==> config.mk <==
export PLATFORM = sky130hd
export DESIGN_NAME = lcm_recover
export DESIGN_NICKNAME = d
export VERILOG_FILES = /design/src/rtl/lcm_pkg.sv /design/src/rtl/udiv_step.sv /design/src/rtl/lcm_recover.sv
export SDC_FILE = /design/constraint.sdc
export NUM_CORES = 1
export LEC_CHECK = 0
export CORE_UTILIZATION = 31
export CTS_CLUSTER_DIAMETER = 150
export DETAILED_ROUTE_END_ITERATION = 16
export GPL_TIMING_DRIVEN = 1
export MAX_ROUTING_LAYER = met4
export PLACE_DENSITY = 0.5
export SETUP_SLACK_MARGIN = 0.05
export SYNTH_ARGS = -nofsm -noshare
export SYNTH_HDL_FRONTEND = slang
export SYNTH_SLANG_ARGS = --single-unit
==> constraint.sdc <==
create_clock -name clk -period 4.31 [get_ports clk]
set_input_delay 0.862 -clock clk [delete_from_list [all_inputs] [get_ports clk]]
set_output_delay 0.862 -clock clk [all_outputs]
set_load 0.01 [all_outputs]
==> src/rtl/lcm_pkg.sv <==
// Shared types for the lcm/gcd operand-recovery path: job status codes, FSM states, product width.
package lcm_pkg;

  typedef enum logic [1:0] {
    ERR_OK,
    ERR_ZERO,
    ERR_INEXACT,
    ERR_OVF
  } err_e;

  typedef enum logic [1:0] {
    S_IDLE,
    S_MUL,
    S_DIV,
    S_DONE
  } state_e;

  // L*G needs 2*dw + dw bits
  function automatic int pw(input int dw);
    return 3 * dw;
  endfunction

endpackage

==> src/rtl/udiv_step.sv <==
// One restoring-division step, purely combinational: shift in a dividend bit, subtract divisor if it fits.
// The incoming remainder is always below the divisor, so DW bits of it are enough to form the shifted value.
module udiv_step #(
  parameter int DW = 8
) (
  input  logic [DW-1:0] rem,
  input  logic          din,
  input  logic [DW-1:0] divisor,
  output logic [DW:0]   rem_next,
  output logic          q_bit
);

  logic [DW:0] shifted;
  logic [DW:0] dvs;

  always_comb begin
    shifted  = {rem, din};
    dvs      = {1'b0, divisor};
    q_bit    = (shifted >= dvs);
    rem_next = q_bit ? (shifted - dvs) : shifted;
  end

endmodule

==> src/rtl/lcm_recover.sv <==
// Recovers B = (L*G)/A: 1 cycle for zero jobs, PW+2 cycles otherwise; one job in flight.
// in_ready only in idle; result and status hold steady while out_valid && !out_ready.
module lcm_recover
  import lcm_pkg::*;
#(
  parameter int DW = 8
) (
  input  logic          clk,
  input  logic          rst,
  input  logic          in_valid,
  output logic          in_ready,
  input  logic [2*DW-1:0] lcm_i,
  input  logic [DW-1:0] gcd_i,
  input  logic [DW-1:0] data_a_i,
  output logic          out_valid,
  input  logic          out_ready,
  output logic [DW-1:0] data_b_o,
  output err_e          err_o
);

  localparam int PW = pw(DW);
  localparam int CW = $clog2(PW);

  state_e          state_q, state_d;
  logic [2*DW-1:0] l_q;
  logic [DW-1:0]   g_q;
  logic [DW-1:0]   a_q;
  logic            zero_q;
  logic [PW-1:0]   p_q;
  logic [DW:0]     rem_q;
  logic [PW-1:0]   q_q;
  logic [CW-1:0]   cnt_q;

  logic [PW-1:0]   prod;
  logic [DW:0]     rem_next;
  logic            q_bit;

  assign prod = {{DW{1'b0}}, l_q} * {{(2*DW){1'b0}}, g_q};

  udiv_step #(.DW(DW)) u_step (
    .rem      (rem_q[DW-1:0]),
    .din      (p_q[cnt_q]),
    .divisor  (a_q),
    .rem_next (rem_next),
    .q_bit    (q_bit)
  );

  always_ff @(posedge clk) begin
    if (rst) begin
      state_q <= S_IDLE;
    end else begin
      state_q <= state_d;
    end
  end

  always_comb begin
    state_d = state_q;
    case (state_q)
      S_IDLE: begin
        if (in_valid) begin
          // zero operands skip the divider entirely
          state_d = ((data_a_i == '0) || (gcd_i == '0)) ? S_DONE : S_MUL;
        end
      end
      S_MUL:  state_d = S_DIV;
      S_DIV:  if (cnt_q == '0) state_d = S_DONE;
      S_DONE: if (out_ready) state_d = S_IDLE;
      default: state_d = S_IDLE;
    endcase
  end

  always_ff @(posedge clk) begin
    if (rst) begin
      l_q    <= '0;
      g_q    <= '0;
      a_q    <= '0;
      zero_q <= 1'b0;
      p_q    <= '0;
      rem_q  <= '0;
      q_q    <= '0;
      cnt_q  <= '0;
    end else begin
      case (state_q)
        S_IDLE: begin
          if (in_valid) begin
            l_q    <= lcm_i;
            g_q    <= gcd_i;
            a_q    <= data_a_i;
            zero_q <= (data_a_i == '0) || (gcd_i == '0);
          end
        end
        S_MUL: begin
          p_q   <= prod;
          rem_q <= '0;
          q_q   <= '0;
          cnt_q <= CW'(PW - 1);
        end
        S_DIV: begin
          rem_q        <= rem_next;
          q_q[cnt_q]   <= q_bit;
          cnt_q        <= cnt_q - CW'(1);
        end
        default: begin
        end
      endcase
    end
  end

  assign in_ready  = (state_q == S_IDLE);
  assign out_valid = (state_q == S_DONE);

  // status priority: zero operand, remainder, quotient overflow
  always_comb begin
    data_b_o = '0;
    err_o    = ERR_OK;
    if (state_q == S_DONE) begin
      if (zero_q)                   err_o = ERR_ZERO;
      else if (rem_q != '0)         err_o = ERR_INEXACT;
      else if (q_q[PW-1:DW] != '0)  err_o = ERR_OVF;
      else                          data_b_o = q_q[DW-1:0];
    end
  end

endmodule

== After elaboration in Yosys (flattened, before gate mapping) ==
Index checks and enable logic that the tools add are counted.
Word-level totals
  RAM bits: 0
  register bits after elaboration: 97
  memories kept: 0
  bits in latches: 0
  logic and storage cells: 54
  memory bits (read-only): 0
Operators by class
  magnitude comparators: 3
  add/sub/neg operators: 2
  multiply operators: 1
  bitwise operators: 0
  mux-type cells: 22
  reduce and logical (&&, ||, !) cells: 11
  equal/unequal tests: 6
  shift operators: 0
  divide/modulo/power cells: 0
Operator list (number)
  $pmux 24 s2: 1
  $mux 8: 4
  $bwmux 24: 1
  $mul 16x8->24: 1
  $pmux 9 s2: 1
  $logic_not 8->1: 2
  $mux 2: 8
  $reduce_bool 16->1: 1
  $pmux 5 s2: 1
  $ge 9x8->1: 1
  $mux 9: 1
  $reduce_bool 9->1: 1
  $sub 9x8->9: 1
  $pmux 2 s4: 1
  $lt 5x6->1 const B: 1
  $bmux 1 s5: 1
  $demux 1 s5: 1
  $ge 5x1->1 const B: 1
  $logic_not 5->1: 1
  $sub 5x1->5 const B: 1
  $eq 2x2->1 const B: 2
  $ne 2x2->1 const B: 2
  $reduce_and 3->1: 1
  $eq 2x1->1 const B: 1
  other kinds (7): 8

== Longest topological paths before layout ==
Gate-level depths: netlist (run 1).
  word-level depth: 6
  gate-level depth with buffers: 18
  depth with buffers taken out: 16

== Modules after synthesis ==
From an unflattened synthesis (run 1), not the netlist that was laid out.
Second synthesis, totals
  cells, all modules: 1031
  area total of the unflattened synthesis: 8814.7 um^2
By module, submodules not included
  lcm_recover: instances 1, area an instance 8244.2 um^2, cells an instance 966, seq. area each 1941.9 um^2
  udiv_step: instances 1, area an instance 570.5 um^2, cells an instance 65, seq. area each 0.0 um^2

== Worst setup path after synthesis (run 1) ==
Ideal clock, no wire load.
  kind: reg2reg
  start: reg g_q[6]
  end: reg p_q[17]
  path buffers: 1
  path slack: -248 ps
  cell stages (with the launch flop): 16
  library setup time: 117 ps
  arrival time: 4441 ps
  clock period less this slack: 4558 ps
  path through: dfxtp_1 clkbuf_1 and2_1 fa_1 fa_1 fa_1 inv_1 fa_1 inv_1 ha_1 or3_1 nand4_1 a21o_4 a21oi_2 or4_1 a32o_1
Between the ends
  longest elaborated chain between the ends: 1
RTL lines
  start: declaration: line lcm_recover.sv:26  | logic [DW-1:0] g_q;
  start signal: assignment: line lcm_recover.sv:87  | g_q <= gcd_i;
  $mul 16x8->24: line lcm_recover.sv:38  | assign prod = {{DW{1'b0}}, l_q} * {{(2*DW){1'b0}}, g_q};
  end signal: assignment: line lcm_recover.sv:93  | p_q <= prod;
  end: declaration: line lcm_recover.sv:29  | logic [PW-1:0] p_q;
Every way passes these cells.
A chain may end at the register's enable or synchronous reset.

== Final worst setup path (run 1) ==
  start: reg g_q[4]
  end: reg p_q[22]
Same word-level chain as after synthesis.

==> flow_summary.json, run 1 <==
{
  "outcome": "finished with violations",
  "violations": "negative setup slack",
  "relSlewSlack_pct": 24.9,
  "rows": 61,
  "io_buffers": 47,
  "synth_top_family_by_area": "adder cells",
  "finalSetupViolations": 4,
  "synth_top_area_share_pct": 22.2,
  "setup_ws_ps": -40.5,
  "end_kind": "register",
  "wl_per_cell_um": 14.3,
  "syn-num-nets": 1231,
  "grt.overflow.total": 0,
  "cts_buffer_depth": 2,
  "initial_utilization_pct": 31.5,
  "ys_warn_count": 0,
  "total_power_uw": 4000,
  "crit_type": "reg -> reg",
  "synth_area_leader_cell": "dfxtp_1",
  "n_fill_cell": 2892,
  "drv_slew": 0,
  "final_cell_mix": "nand2_1, inv_1, and2_1, buf_4",
  "rsz0062_at_grt": "true",
  "synth-compound-area-share_pct": 14.7,
  "worstMarginPinSlew_ps": 1120,
  "die_w_um": 170,
  "first_global_vias": 7337,
  "ant_nets": 0,
  "muxShareOfSynthArea_pct": 2.91,
  "wl_um": 22100,
  "hpwl_um": 16800,
  "cp_max_fo": 7,
  "htreeDepth": 3,
  "finalClockSkew_ps": 17.2,
  "powerDensity_nw_per_um2": 362,
  "hp-class": "reg -> reg",
  "antenna_cells": 0,
  "cts.sinks": 97,
  "synth_ff_type": "dfxtp_1",
  "ys_ff_latch": 97,
  "ios": 48,
  "yosysUniqueCellTypes": 60,
  "tns_ps": -120,
  "cts_made_buffers": 9,
  "fin_crit_ps": 4350,
  "drive_gt1_share_pct": 19.9,
  "synthXorXnorAreaFrac_pct": 1.50,
  "drtIter0Drc": 362,
  "fin_crit_sh_pct": 101,
  "drcViolationCount": 0,
  "fmax_mhz": 230,
  "cts_tree": "built",
  "die_height_um": 170,
  "dieArea_um2": 28900,
  "grt_max_degree": 52,
  "ir_drop_v": 0.000184,
  "startpoint_type": "register",
  "synth-edff-count": 0,
  "syn_area_um2": 8760,
  "core_region_area_um2": 27800,
  "yosys.area_share.simple_pct": 22.7,
  "gp_congestion": 0.836,
  "fin_nets": 1338,
  "cp.required_ps": 4560,
  "synthCells": 1049,
  "maxCapViolCount": 0,
  "synth_fa_ha_area_share_pct": 28.1,
  "final_common_cell": "nand2_1",
  "hold_viol_final": 0,
  "ys_top_cells_by_area": "dfxtp_1, fa_1, ha_1, and2_1, nand2_1",
  "cp.arrival_ps": 4600,
  "synth.avg_cell_area_um2": 8.36,
  "track_usage_pct": 16.6,
  "worstSkewPairLatency_ps": 360,
  "cellLeakagePower_uw": 0.00478,
  "ys_seq_area_share_pct": 22.2,
  "path_clk_slew_ps": 80,
  "cts-root-buf": "clkbuf_16",
  "antenna_found_initial": 0,
  "vias": 7272,
  "synthArstFlopShare_pct": 0,
  "drt_pre_antenna_iters": 5,
  "grt_pass1_wl_um": 37400,
  "hold_buffers": 0,
  "area_delta_synth_final_pct": 26.1,
  "via_per_inst": 4.73
}
-- path summary, 6_finish.rpt --
check / startpoint / to / slack [ps] / cells after the start
worst max-delay path: g_q[4]$_SDFFE_PP0P_ / p_q[22]$_SDFFE_PP0P_ / -40 / 16
worst min-delay path: a_q[2]$_SDFFE_PP0P_ / a_q[2]$_SDFFE_PP0P_ / 460 / 2
worst max register to register: g_q[4]$_SDFFE_PP0P_ / p_q[22]$_SDFFE_PP0P_ / -40 / 16
worst min register to register: a_q[2]$_SDFFE_PP0P_ / a_q[2]$_SDFFE_PP0P_ / 460 / 2
-- Yosys cell counts, types with 22 or more instances --
cell,n
nand2_1,134
inv_1,124
and2_1,104
dfxtp_1,97
a21oi_1,89
fa_1,85
ha_1,61
nor2_1,46
clkbuf_1,44
or3_1,31
o211ai_1,29
o21ai_0,22
-- what timing repair did --
action / in CTS / in global routing
gates cloned: 0 / 0
endpoints found under the hold margin: 0 / 0
pin swaps: 49 / 51
setup endpoints to repair: 12 / 14
buffers inserted: 22 / 6
resized for setup: 66 / 46
-- cells by family after synthesis --
| kind of cell | after synthesis |
|---|---|
| compound gates | 203 |
| xor+xnor | 15 |
| buf+inv | 179 |
| flops | 97 |
| fa+ha+maj | 146 |
| mux | 18 |
| simple gates | 391 |
-- layout make-up --
cell class                 count  area (um2)  area share [%]
clock buffer                   9         225            2.04
clock inverter                 7        58.8           0.532
inverter                     124         465            4.21
multi-input combinational    773        6530            59.1
sequential                    97        1980            17.9
tap                          378         473            4.28
timing repair buffer         151        1320            11.9
-- critical path, cell delays in order (launching register included) --
cell and delay, ps:
dfxtp_4 380, buf_6 130, buf_4 130, and2_4 130, fa_2 540, inv_1 40, fa_1 500, fa_2 440
fa_1 500, inv_2 50, ha_4 260, a21oi_2 170, o21ai_1 120, a21oi_2 190, a21oi_2 90, or3_1 310
a32o_1 240
-- routing by layer --
metal	vias up	track usage, %	wire [um]
li1	3703	-	-
met1	3488	22.0	10900
met2	66	26.9	10400
met3	15	1.98	398
met4	0	4.39	292
met5	-	-	0
-- state kept, by name, summed over array words and instances, names as in the netlist --
register	cells
a_q	8
zero_q	1
p_q	24
state_q	2
cnt_q	5
l_q	16
q_q	24
rem_q	9
g_q	8
-- power by group --
part | switching (uW) | total, uW | internal, uW | leakage, uW
Clock | 414 | 820 | 405 | 0.000144
Combinational | 1120 | 1970 | 850 | 0.00383
Sequential | 175 | 1210 | 1040 | 0.000798
-- stage by stage --
step                      util, %  std cells  setup WS (ps)  area, um2  hold slack, ps
after floorplan                 -       1049           52.5       8950             436
after global placement       36.8       1497           -227      10200             445
after detailed placement     36.8       1497           -253      10200             450
after CTS                    39.2       1534          -67.1      10900             463
after global routing         39.8       1539           -187      11100             474
final                        39.8       1539          -40.5      11100             460
Note: power is estimated with default switching activity, not from simulation.
==> inputs of run 2 (changes only) <==
Clock period 4.31 ns to 3.5 ns, I/O delays scaled along.
==> flow_summary.json, run 2 (synthesis gave the netlist of run 1 again) <==
{
  "rsz0062_at_grt": "true",
  "r2r_setup_slack_ps": -830,
  "regToRegStartpoint": "g_q[6]$_SDFFE_PP0P_",
  "antenna_cells": 0,
  "switching_share_pct": 43.0,
  "top_regs": "p_q x24, q_q x24, l_q x16",
  "internal-power_uw": 2930,
  "final_common_cell": "nand2_1",
  "io_buffers": 47,
  "utilization_pct": 41.0,
  "violations": "design-rule violations, negative setup slack",
  "worstSkewPairLatency_ps": 380,
  "total_power_uw": 5140,
  "cts-root-buf": "clkbuf_16",
  "cts.sinks": 97,
  "maxCapViolCount": 0,
  "antenna_found_initial": 0,
  "min_to": "p_q[13]$_SDFFE_PP0P_",
  "pre_cts_slack_ps": -1010,
  "outcome": "finished with violations",
  "ant_nets": 0,
  "pwr-share-comb_pct": 50.0,
  "wl_per_cell_um": 14.8,
  "drive_gt1_share_pct": 23.2,
  "finalSetupViolations": 18,
  "die_w_um": 170,
  "area_delta_synth_final_pct": 30.1,
  "grt_pass1_wl_um": 38400,
  "startpoint_type": "register",
  "fin_nets": 1350,
  "tns_ps": -11320,
  "cts_made_buffers": 9,
  "core_region_area_um2": 27800,
  "vias": 7443,
  "crit_type": "reg -> reg",
  "wl_um": 23000,
  "drtIter0Drc": 349,
  "clockPowerShare_pct": 20.8,
  "cts_tree": "built",
  "fin_crit_sh_pct": 124,
  "setup_ws_ps": -832,
  "switchingPower_uw": 2210,
  "whs_path_depth": 2,
  "ios": 48,
  "powerDensity_nw_per_um2": 451,
  "rows": 61,
  "ff2ff_path_depth": 17,
  "end_kind": "register",
  "cp.arrival_ps": 4590,
  "finalClockSkew_ps": 19.7,
  "drt_pre_antenna_iters": 11,
  "multi_input_area_um2": 6700,
  "cp_max_fo": 7,
  "track_usage_pct": 17.0,
  "die_height_um": 170,
  "worstMarginPinSlew_ps": 833,
  "via_per_inst": 4.80,
  "first_global_vias": 7486,
  "hp-class": "reg -> reg",
  "cts_buffer_depth": 2,
  "regArea_um2": 1990,
  "worst_hold_startpoint": "p_q[13]$_SDFFE_PP0P_",
  "final_cell_mix": "nand2_1, inv_1, buf_4, and2_1, dfxtp_1",
  "drcViolationCount": 2,
  "hpwl_um": 17100,
  "htreeDepth": 3,
  "drv_slew": 0,
  "fmax_mhz": 231,
  "fin_crit_ps": 4330,
  "cp.required_ps": 3760,
  "hold_buffers": 0,
  "n_fill_cell": 2879,
  "ir_drop_v": 0.000220,
  "dieArea_um2": 28900,
  "relSlewSlack_pct": 44.3,
  "grt_max_degree": 61,
  "power_frac_seq_pct": 29.2,
  "hold_viol_final": 0,
  "r2r_end": "p_q[17]$_SDFFE_PP0P_",
  "gp_congestion": 0.803,
  "cellLeakagePower_uw": 0.00491,
  "initial_utilization_pct": 31.5,
  "grt.overflow.total": 0,
  "path_clk_slew_ps": 80
}
run 2: how the worst max path moves through the flow:
stage,slack (ps),depth (start not counted),from,end
after floorplan,-750,16,g_q[7]$_SDFFE_PP0P_,p_q[19]$_SDFFE_PP0P_
after global placement,-1020,16,l_q[10]$_SDFFE_PP0P_,p_q[22]$_SDFFE_PP0P_
after detailed placement,-1010,15,l_q[11]$_SDFFE_PP0P_,p_q[22]$_SDFFE_PP0P_
after CTS,-820,16,l_q[10]$_SDFFE_PP0P_,p_q[22]$_SDFFE_PP0P_
after global routing,-1000,17,g_q[7]$_SDFFE_PP0P_,p_q[23]$_SDFFE_PP0P_
final,-830,17,g_q[6]$_SDFFE_PP0P_,p_q[17]$_SDFFE_PP0P_
run 2: power by group through the flow:
stage	clock (uW)	combinational, uW	sequential [uW]
5_1_grt	1140	2860	1540
2_1_floorplan	0	1690	1400
3_5_place_dp	0	2360	1530
6_report	1070	2570	1500
4_1_cts	1100	2490	1510
3_3_place_gp	0	2350	1530
run 2: final cells by class:
type                       count  area share (%)
multi-input combinational    773            58.8
sequential                    97            17.5
timing repair buffer         163            12.8
tap                          378            4.15
inverter                     124            4.08
clock buffer                   9            1.98
clock inverter                 7           0.757
run 2: repair_timing:
item	4_1_cts	5_1_grt
pin swaps	10	55
resized for setup	72	67
buffers inserted	6	11
endpoints found under the setup margin	19	20
run 2: layer usage:
| metal | GRT usage, % | vias to the layer above | part of all wire (%) |
|---|---|---|---|
| met3 | 2.16 | 24 | 2.2 |
| li1 | - | 3728 | - |
| met1 | 22.8 | 3599 | 49 |
| met4 | 4.66 | 0 | 1.4 |
| met2 | 27.0 | 92 | 47 |
| met5 | - | - | 0 |
run 2: through the flow:
step / area, um2 / hold WS [ps] / std cells
floorplan: 9050 / 436 / 1049
global placement: 10500 / 446 / 1520
detailed placement: 10500 / 449 / 1520
CTS: 11100 / 466 / 1542
global route: 11400 / 483 / 1551
finish: 11400 / 459 / 1551
run 2: critical path: stages (launching register included):
cell      delay, ps
dfxtp_4         400
buf_6           140
buf_6           110
nand2_4          40
fa_1            490
fa_1            510
inv_1            50
fa_1            470
inv_1            50
fa_1            490
inv_2            50
ha_4            240
o211ai_1         80
a21o_1          210
a21o_4          180
a21oi_4          60
or4_4           400
a32o_1          250
